[src/rtl/noekeon_round_ctrl_if.sv]
// Purpose: groups the start/data/key request, the external round and theta stage
//          taps, and the busy/done/result returns of noekeon_round_ctrl.
// Latency: wires only. Backpressure: none; inStart is ignored while outBusy is high.
// Ports: slave = controller side, master = driver side (supplies data, key and the
//        combinational round/theta stage results).
interface noekeon_round_ctrl_if;
    logic         inStart;
    logic         inDecipher;
    logic [127:0] inData;
    logic [127:0] inKey;
    logic [127:0] outRoundData;
    logic [127:0] outRoundKey;
    logic [7:0]   outRoundconst;
    logic         outDecipher;
    logic [127:0] inRoundResult;
    logic [127:0] outThetaData;
    logic [127:0] outThetaKey;
    logic [127:0] inThetaResult;
    logic         outBusy;
    logic         outValid;
    logic [127:0] outData;

    modport slave (
        input  inStart, inDecipher, inData, inKey, inRoundResult, inThetaResult,
        output outRoundData, outRoundKey, outRoundconst, outDecipher,
               outThetaData, outThetaKey, outBusy, outValid, outData
    );

    modport master (
        output inStart, inDecipher, inData, inKey, inRoundResult, inThetaResult,
        input  outRoundData, outRoundKey, outRoundconst, outDecipher,
               outThetaData, outThetaKey, outBusy, outValid, outData
    );
endinterface

[src/rtl/noekeon_round_ctrl.sv]
// Purpose: sequences a NOEKEON encrypt/decrypt through external round and theta stages.
// Latency: start cycle to outValid = NROUNDS+2 (encrypt) / NROUNDS+3 (decrypt) cycles.
// Backpressure: none; a start while busy is dropped, a start during outValid is taken.
// Ports: inClk/inRst_n (async active-low); bus = request, round/theta taps, busy/valid/data.
module noekeon_round_ctrl #(
    parameter int NROUNDS = 16
) (
    input  logic                 inClk,
    input  logic                 inRst_n,
    noekeon_round_ctrl_if.slave  bus
);
    typedef enum logic [1:0] {IDLE, KEYPREP, ROUND, FINAL} state_t;

    localparam int CW = $clog2(NROUNDS + 1);

    state_t         fsm_q, fsm_d;
    logic [127:0]   data_q, data_d;
    logic [127:0]   key_q, key_d;
    logic           mode_q, mode_d;
    logic [CW-1:0]  cnt_q, cnt_d;
    logic [7:0]     rc_q, rc_d;
    logic           valid_q, valid_d;
    logic [127:0]   out_q, out_d;

    logic [127:0]   round_data, round_key, theta_data, theta_key;
    logic [7:0]     round_const;
    logic           round_dec;

    // Encrypt constants walk forward through the GF(2^8) doubling sequence.
    function automatic logic [7:0] rc_fwd(input logic [7:0] rc);
        return {rc[6:0], 1'b0} ^ (rc[7] ? 8'h1B : 8'h00);
    endfunction

    // Decrypt constants walk the same sequence backwards (inverse doubling).
    function automatic logic [7:0] rc_bwd(input logic [7:0] rc);
        return rc[0] ? (((rc ^ 8'h1B) >> 1) | 8'h80) : (rc >> 1);
    endfunction

    always_ff @(posedge inClk or negedge inRst_n) begin
        if (!inRst_n) begin
            fsm_q   <= IDLE;
            data_q  <= '0;
            key_q   <= '0;
            mode_q  <= 1'b0;
            cnt_q   <= '0;
            rc_q    <= '0;
            valid_q <= 1'b0;
            out_q   <= '0;
        end else begin
            fsm_q   <= fsm_d;
            data_q  <= data_d;
            key_q   <= key_d;
            mode_q  <= mode_d;
            cnt_q   <= cnt_d;
            rc_q    <= rc_d;
            valid_q <= valid_d;
            out_q   <= out_d;
        end
    end

    always_comb begin
        fsm_d       = fsm_q;
        data_d      = data_q;
        key_d       = key_q;
        mode_d      = mode_q;
        cnt_d       = cnt_q;
        rc_d        = rc_q;
        valid_d     = 1'b0;
        out_d       = out_q;
        round_data  = '0;
        round_key   = '0;
        round_const = '0;
        round_dec   = 1'b0;
        theta_data  = '0;
        theta_key   = '0;

        case (fsm_q)
            IDLE: begin
                if (bus.inStart) begin
                    data_d = bus.inData;
                    key_d  = bus.inKey;
                    mode_d = bus.inDecipher;
                    cnt_d  = '0;
                    rc_d   = bus.inDecipher ? 8'hD4 : 8'h80;
                    fsm_d  = bus.inDecipher ? KEYPREP : ROUND;
                end
            end
            KEYPREP: begin
                // Decryption uses Theta(0, K) as its working key.
                theta_data = key_q;
                theta_key  = '0;
                key_d      = bus.inThetaResult;
                fsm_d      = ROUND;
            end
            ROUND: begin
                round_data  = data_q;
                round_key   = key_q;
                round_const = rc_q;
                round_dec   = mode_q;
                data_d      = bus.inRoundResult;
                cnt_d       = cnt_q + CW'(1);
                rc_d        = mode_q ? rc_bwd(rc_q) : rc_fwd(rc_q);
                if (cnt_q == CW'(NROUNDS - 1)) begin
                    fsm_d = FINAL;
                end
            end
            FINAL: begin
                // Encrypt folds the last constant in before theta; decrypt folds
                // the first constant in after it.
                theta_key  = key_q;
                theta_data = mode_q ? data_q : {data_q[127:8], data_q[7:0] ^ 8'hD4};
                out_d      = mode_q ? {bus.inThetaResult[127:8], bus.inThetaResult[7:0] ^ 8'h80}
                                    : bus.inThetaResult;
                valid_d    = 1'b1;
                fsm_d      = IDLE;
            end
            default: fsm_d = IDLE;
        endcase
    end

    assign bus.outRoundData  = round_data;
    assign bus.outRoundKey   = round_key;
    assign bus.outRoundconst = round_const;
    assign bus.outDecipher   = round_dec;
    assign bus.outThetaData  = theta_data;
    assign bus.outThetaKey   = theta_key;
    assign bus.outBusy       = (fsm_q != IDLE);
    assign bus.outValid      = valid_q;
    assign bus.outData       = out_q;
endmodule

[src/flat_wrapper.sv]
// flat-port wrapper written by rule: the top's interface ports become plain ports
module noekeon_round_ctrl_flat 
#(
    parameter int NROUNDS = 16
)
  (inClk, inRst_n, bus_inStart, bus_inDecipher, bus_inData, bus_inKey, bus_inRoundResult, bus_inThetaResult, bus_outRoundData, bus_outRoundKey, bus_outRoundconst, bus_outDecipher, bus_outThetaData, bus_outThetaKey, bus_outBusy, bus_outValid, bus_outData);
  noekeon_round_ctrl_if bus_i ();
  input  logic inClk;
  input  logic inRst_n;
  input wire logic [$bits(bus_i.inStart)-1:0] bus_inStart;
  input wire logic [$bits(bus_i.inDecipher)-1:0] bus_inDecipher;
  input wire logic [$bits(bus_i.inData)-1:0] bus_inData;
  input wire logic [$bits(bus_i.inKey)-1:0] bus_inKey;
  input wire logic [$bits(bus_i.inRoundResult)-1:0] bus_inRoundResult;
  input wire logic [$bits(bus_i.inThetaResult)-1:0] bus_inThetaResult;
  output wire logic [$bits(bus_i.outRoundData)-1:0] bus_outRoundData;
  output wire logic [$bits(bus_i.outRoundKey)-1:0] bus_outRoundKey;
  output wire logic [$bits(bus_i.outRoundconst)-1:0] bus_outRoundconst;
  output wire logic [$bits(bus_i.outDecipher)-1:0] bus_outDecipher;
  output wire logic [$bits(bus_i.outThetaData)-1:0] bus_outThetaData;
  output wire logic [$bits(bus_i.outThetaKey)-1:0] bus_outThetaKey;
  output wire logic [$bits(bus_i.outBusy)-1:0] bus_outBusy;
  output wire logic [$bits(bus_i.outValid)-1:0] bus_outValid;
  output wire logic [$bits(bus_i.outData)-1:0] bus_outData;
  assign bus_i.inStart = bus_inStart;
  assign bus_i.inDecipher = bus_inDecipher;
  assign bus_i.inData = bus_inData;
  assign bus_i.inKey = bus_inKey;
  assign bus_i.inRoundResult = bus_inRoundResult;
  assign bus_i.inThetaResult = bus_inThetaResult;
  assign bus_outRoundData = bus_i.outRoundData;
  assign bus_outRoundKey = bus_i.outRoundKey;
  assign bus_outRoundconst = bus_i.outRoundconst;
  assign bus_outDecipher = bus_i.outDecipher;
  assign bus_outThetaData = bus_i.outThetaData;
  assign bus_outThetaKey = bus_i.outThetaKey;
  assign bus_outBusy = bus_i.outBusy;
  assign bus_outValid = bus_i.outValid;
  assign bus_outData = bus_i.outData;
  noekeon_round_ctrl #(.NROUNDS(NROUNDS)) u_core (.inClk(inClk), .inRst_n(inRst_n), .bus(bus_i));
endmodule
[config.mk]
export PLATFORM = sky130hd
export DESIGN_NAME = noekeon_round_ctrl_flat
export DESIGN_NICKNAME = d
export VERILOG_FILES = /design/src/rtl/noekeon_round_ctrl_if.sv /design/src/rtl/noekeon_round_ctrl.sv /design/src/flat_wrapper.sv
export SDC_FILE = /design/constraint.sdc
export NUM_CORES = 1
export LEC_CHECK = 0
export CAP_MARGIN = 20
export CORE_AREA = 2 2 459 461
export CTS_CLUSTER_DIAMETER = 200
export DETAILED_ROUTE_END_ITERATION = 8
export DIE_AREA = 0 0 461 463
export PLACE_DENSITY = 0.3
export RECOVER_POWER = 50
export SLEW_MARGIN = 20
export SYNTH_ARGS = -nofsm -noshare
export SYNTH_HDL_FRONTEND = slang
export SYNTH_SLANG_ARGS = --single-unit
[constraint.sdc]
create_clock -name inClk -period 2.6 [get_ports inClk]
set_input_delay 0.52 -clock inClk [delete_from_list [all_inputs] [get_ports inClk]]
set_output_delay 0.52 -clock inClk [all_outputs]
set_load 0.005 [all_outputs]
==> reports/results.md <==
### Global route
* 22892 — via count of the first global-routing pass
* 30 — initial antenna violation count
* 84 — maximum number of pins on one net before global-route repair
* 14.65% — Total Routing Usage GR
* 214.2 mm — wire length of the first global-routing pass
* 0 — total grt overflow

### Power and ir drop
* 635.6 uV — peak supply drop
* 56.80 mW — post-layout total power
* 60.8% — fraction of power consumed by combinational cells
* 33.56 mW — cell-internal power
* 18.30 nW — standby leakage power
* 1346 mW/mm^2 — power per cell area
* 14.6% — share of power burned in the clock network
* 23.24 mW — Sw Pwr
* 40.91% — Switching Fraction
* 24.6% — sequential group share of total power

### Floorplan
* 10.21% — starting utilization of the core area
* 463 um — vertical die dimension
* 168 — Core Rows
* 1167 — I/O pin count
* 0.2134 sq mm — Die ar.
* 0.2085 sq mm — placeable core area
* 461 um — chip width

### Worst setup path
* flip-flop to primary output — crit path kind
* u_core.fsm_q[0]$_DFFE_PN0P_ — launching point of the worst reg2reg path
* primary output — endpoint kind of the worst setup timing path
* 2.08 ns — required time of the critical path
* u_core.data_q[57]$_DFFE_PN0P_ — Crit Reg-Reg Endpoint
* -0.05 ns — minimum setup slack among reg-to-reg paths
* 2.73 ns — CP Data Arrival Time
* flip-flop — element type at the critical path start
* 13 — Register-to-Register Path Depth
* 8 — biggest fanout along the worst timing path

### CTS
* 2 — number of H-tree levels
* 0.06 ns — clock transition at the registers of the reported paths
* 401 — clock sink count
* built — TritonCTS clock tree
* 60 — clock buffers created by TritonCTS
* clkbuf_16 — CTS root buf
* 3 — CTS max path bufs
* 0.70 ns — later-pin clock latency in the skew report

### Min path
* primary input to flip-flop — class of the tightest hold or removal check
* bus_inRoundResult[35] — Hold Crit Start
* u_core.data_q[35]$_DFFE_PN0P_ — endpoint of the worst hold-timing path
* 2 — worst hold path cell count

### STA
* -14.62% — worst max-slew margin expressed relative to the limit
* 307.4 MHz — Fmax achieved
* 0.04095 ns — final worst clock skew
* 3.254 ns — fin crit period
* 0 — final count of hold timing violations
* -0.6535 ns — post-layout worst setup margin
* 1.719 ns — slew at the pin closest to its max-slew limit
* true — unrepaired setup endpoints after global routing
* 523 — number of setup violations in the final report
* 44 — final max-slew violation count
* 125.1% — crit share post-route

### Route
* 888 — number of DRC markers in iteration 0
* 0 — antenna violation net count after detailed routing
* 26.78 um — drt wl/cell
* 168.7 mm — final WL
* 0 — total DRC errors in the routed layout
* 3.438 — post-DR vias/cell
* 21653 — number of vias in the routed layout
* 5 — router iterations before antenna repair

### Yosys
* 47.13% — share of synthesized area occupied by flip-flops and latches
* 0 — Yosys Warn Count
* 0 — count of flip-flops with a built-in enable after synthesis
* 38 — Netlist cell types
* 10.53 sq um — Avg Synthesized Cell Area
* 2022 — Post-Syn Instances
* 100.0% — async set or reset register ratio after synthesis
* dfrtp_1 — Synth Flop Type
* 401 — post-synthesis register bit count
* 0.02129 sq mm — Cell Area, Synth
* 2545 — Syn Nets

### Layout
* 3961 — layout net count
* 29.97% — fraction of layout cells with a size suffix above 1
* 98.17% — Area Overhead vs Synth

### Status
* max-capacitance violations, max-slew violations, negative setup slack — violated checks
* complete, but fails checks — status

### Place
* 1166 — Buffers on Ports
* 125.9 mm — Detail Placement HPWL
* -0.07492 ns — setup slack at placement
* 0.7974 — weighted congestion reported at the end of routability-driven placement

### Job
* 1 — max-cap check violation count

-- metal layers --
layer / vias to the layer above / GRT usage, % / share of wire, %
met5: - / 0 / 0.054
met4: 14 / 4.322 / 3.1
met3: 191 / 4.802 / 8.1
met2: 927 / 26.42 / 50
met1: 10565 / 16.14 / 38
li1: 9956 / - / -
-- cells in the mapped netlist (7+ instances only) --
cell type | n | share of area (%)
clkbuf_1 | 85 | 1.5
o22ai_1 | 8 | 0.24
a21oi_1 | 8 | 0.19
ha_1 | 7 | 0.41
o22a_1 | 77 | 3.2
mux2i_1 | 183 | 8.6
o21ai_0 | 154 | 3.6
mux2_2 | 132 | 7.0
buf_6 | 16 | 0.85
nand2_1 | 185 | 3.3
dfrtp_1 | 401 | 47
o21a_1 | 78 | 2.8
a22o_1 | 129 | 5.3
and2_1 | 395 | 12
nor2_1 | 9 | 0.16
o21ai_1 | 30 | 0.71
buf_2 | 74 | 1.7
-- through the flow --
step | util, % | hold slack, ns | setup TNS (ns) | std cells | area [sq um]
5_1_grt | 20.22 | 0.3433 | -297.73 | 6291 | 42170
2_1_floorplan | - | 0.2244 | 0 | 2022 | 21290
3_3_place_gp | 18.11 | 0.4554 | -2.170 | 5985 | 37760
3_5_place_dp | 18.11 | 0.4681 | -1.008 | 5985 | 37760
4_1_cts | 19.43 | 0.2875 | -319.61 | 6140 | 40520
6_report | 20.23 | 0.4168 | -181.83 | 6299 | 42190
-- layout make-up --
type | count | area (sq um)
inverter | 5 | 21.27
fill | 22942 | 166300
clock inverter | 15 | 172.7
sequential | 401 | 10040
tap | 2805 | 3510
timing repair buffer | 1536 | 15920
multi-input combinational | 1434 | 10750
antenna | 14 | 35.03
clock buffer | 89 | 1750
-- critical path, stage by stage, from the launching register on --
cell	delay [ns]
dfrtp_2	0.44
buf_12	0.14
ha_4	0.18
o21a_4	0.27
buf_12	0.16
buf_16	0.15
buf_8	0.19
buf_6	0.11
a22o_1	0.19
buf_2	0.12
-- worst max path at each step --
stage,start,slack [ns],endpoint,cells past startpoint
finish,u_core.fsm_q[0]$_DFFE_PN0P_,-0.65,bus_outThetaData[101],9
global route,u_core.fsm_q[0]$_DFFE_PN0P_,-0.75,bus_outThetaData[113],9
CTS,u_core.fsm_q[0]$_DFFE_PN0P_,-0.75,bus_outThetaKey[37],7
detailed placement,u_core.fsm_q[0]$_DFFE_PN0P_,-0.07,bus_outRoundKey[58],7
global placement,u_core.fsm_q[0]$_DFFE_PN0P_,-0.09,bus_outRoundKey[58],7
floorplan,u_core.fsm_q[1]$_DFFE_PN0P_,0.53,bus_outThetaData[10],8
-- logic make-up after synthesis --
group / share of synthesized area, %
DFF: 47.13
xor gates and xnor gates: 0.4525
and+or+nand+nor: 15.46
adders and majority gates: 0.4114
AOI/OAI and AO/OA: 16.46
buffers and inverters: 4.367
muxes: 15.72
-- power by group through the flow --
stage	combinational (mW)	sequential, mW	clock [mW]
final	34.5	14.0	8.31
after global routing	37.2	14.4	8.94
after CTS	32.0	14.1	8.74
after detailed placement	30.0	14.2	0
after global placement	30.2	14.2	0
after floorplan	12.5	11.3	0
-- sequential cells by signal, indices dropped and copies added, names as in the netlist --
signal               flops
u_core.bus.outValid      1
u_core.fsm_q             2
u_core.cnt_q             5
u_core.mode_q            1
u_core.rc_q              8
u_core.key_q           128
u_core.data_q          128
u_core.bus.outData     128
-- what timing repair did --
item                                    CTS  global route
buffers inserted                         34           130
hold endpoints to repair                 35             0
pin swaps                                17             9
endpoints found under the setup margin  524           522
gates cloned                             16            21
hold buffers                              1             0
gates resized for setup                 491           890
-- cells in the final DEF (no fill, tap or decap), types with 131 or more instances in the layout --
cell             count
mux2i_1            182
dfrtp_1            399
buf_4              174
o21ai_0            154
nand2_1            184
clkdlybuf4s50_1    750
and2_1             283
buf_6              142
clkbuf_2           131
mux2_2             132
No activity file was read; power rests on OpenSTA's default activity.
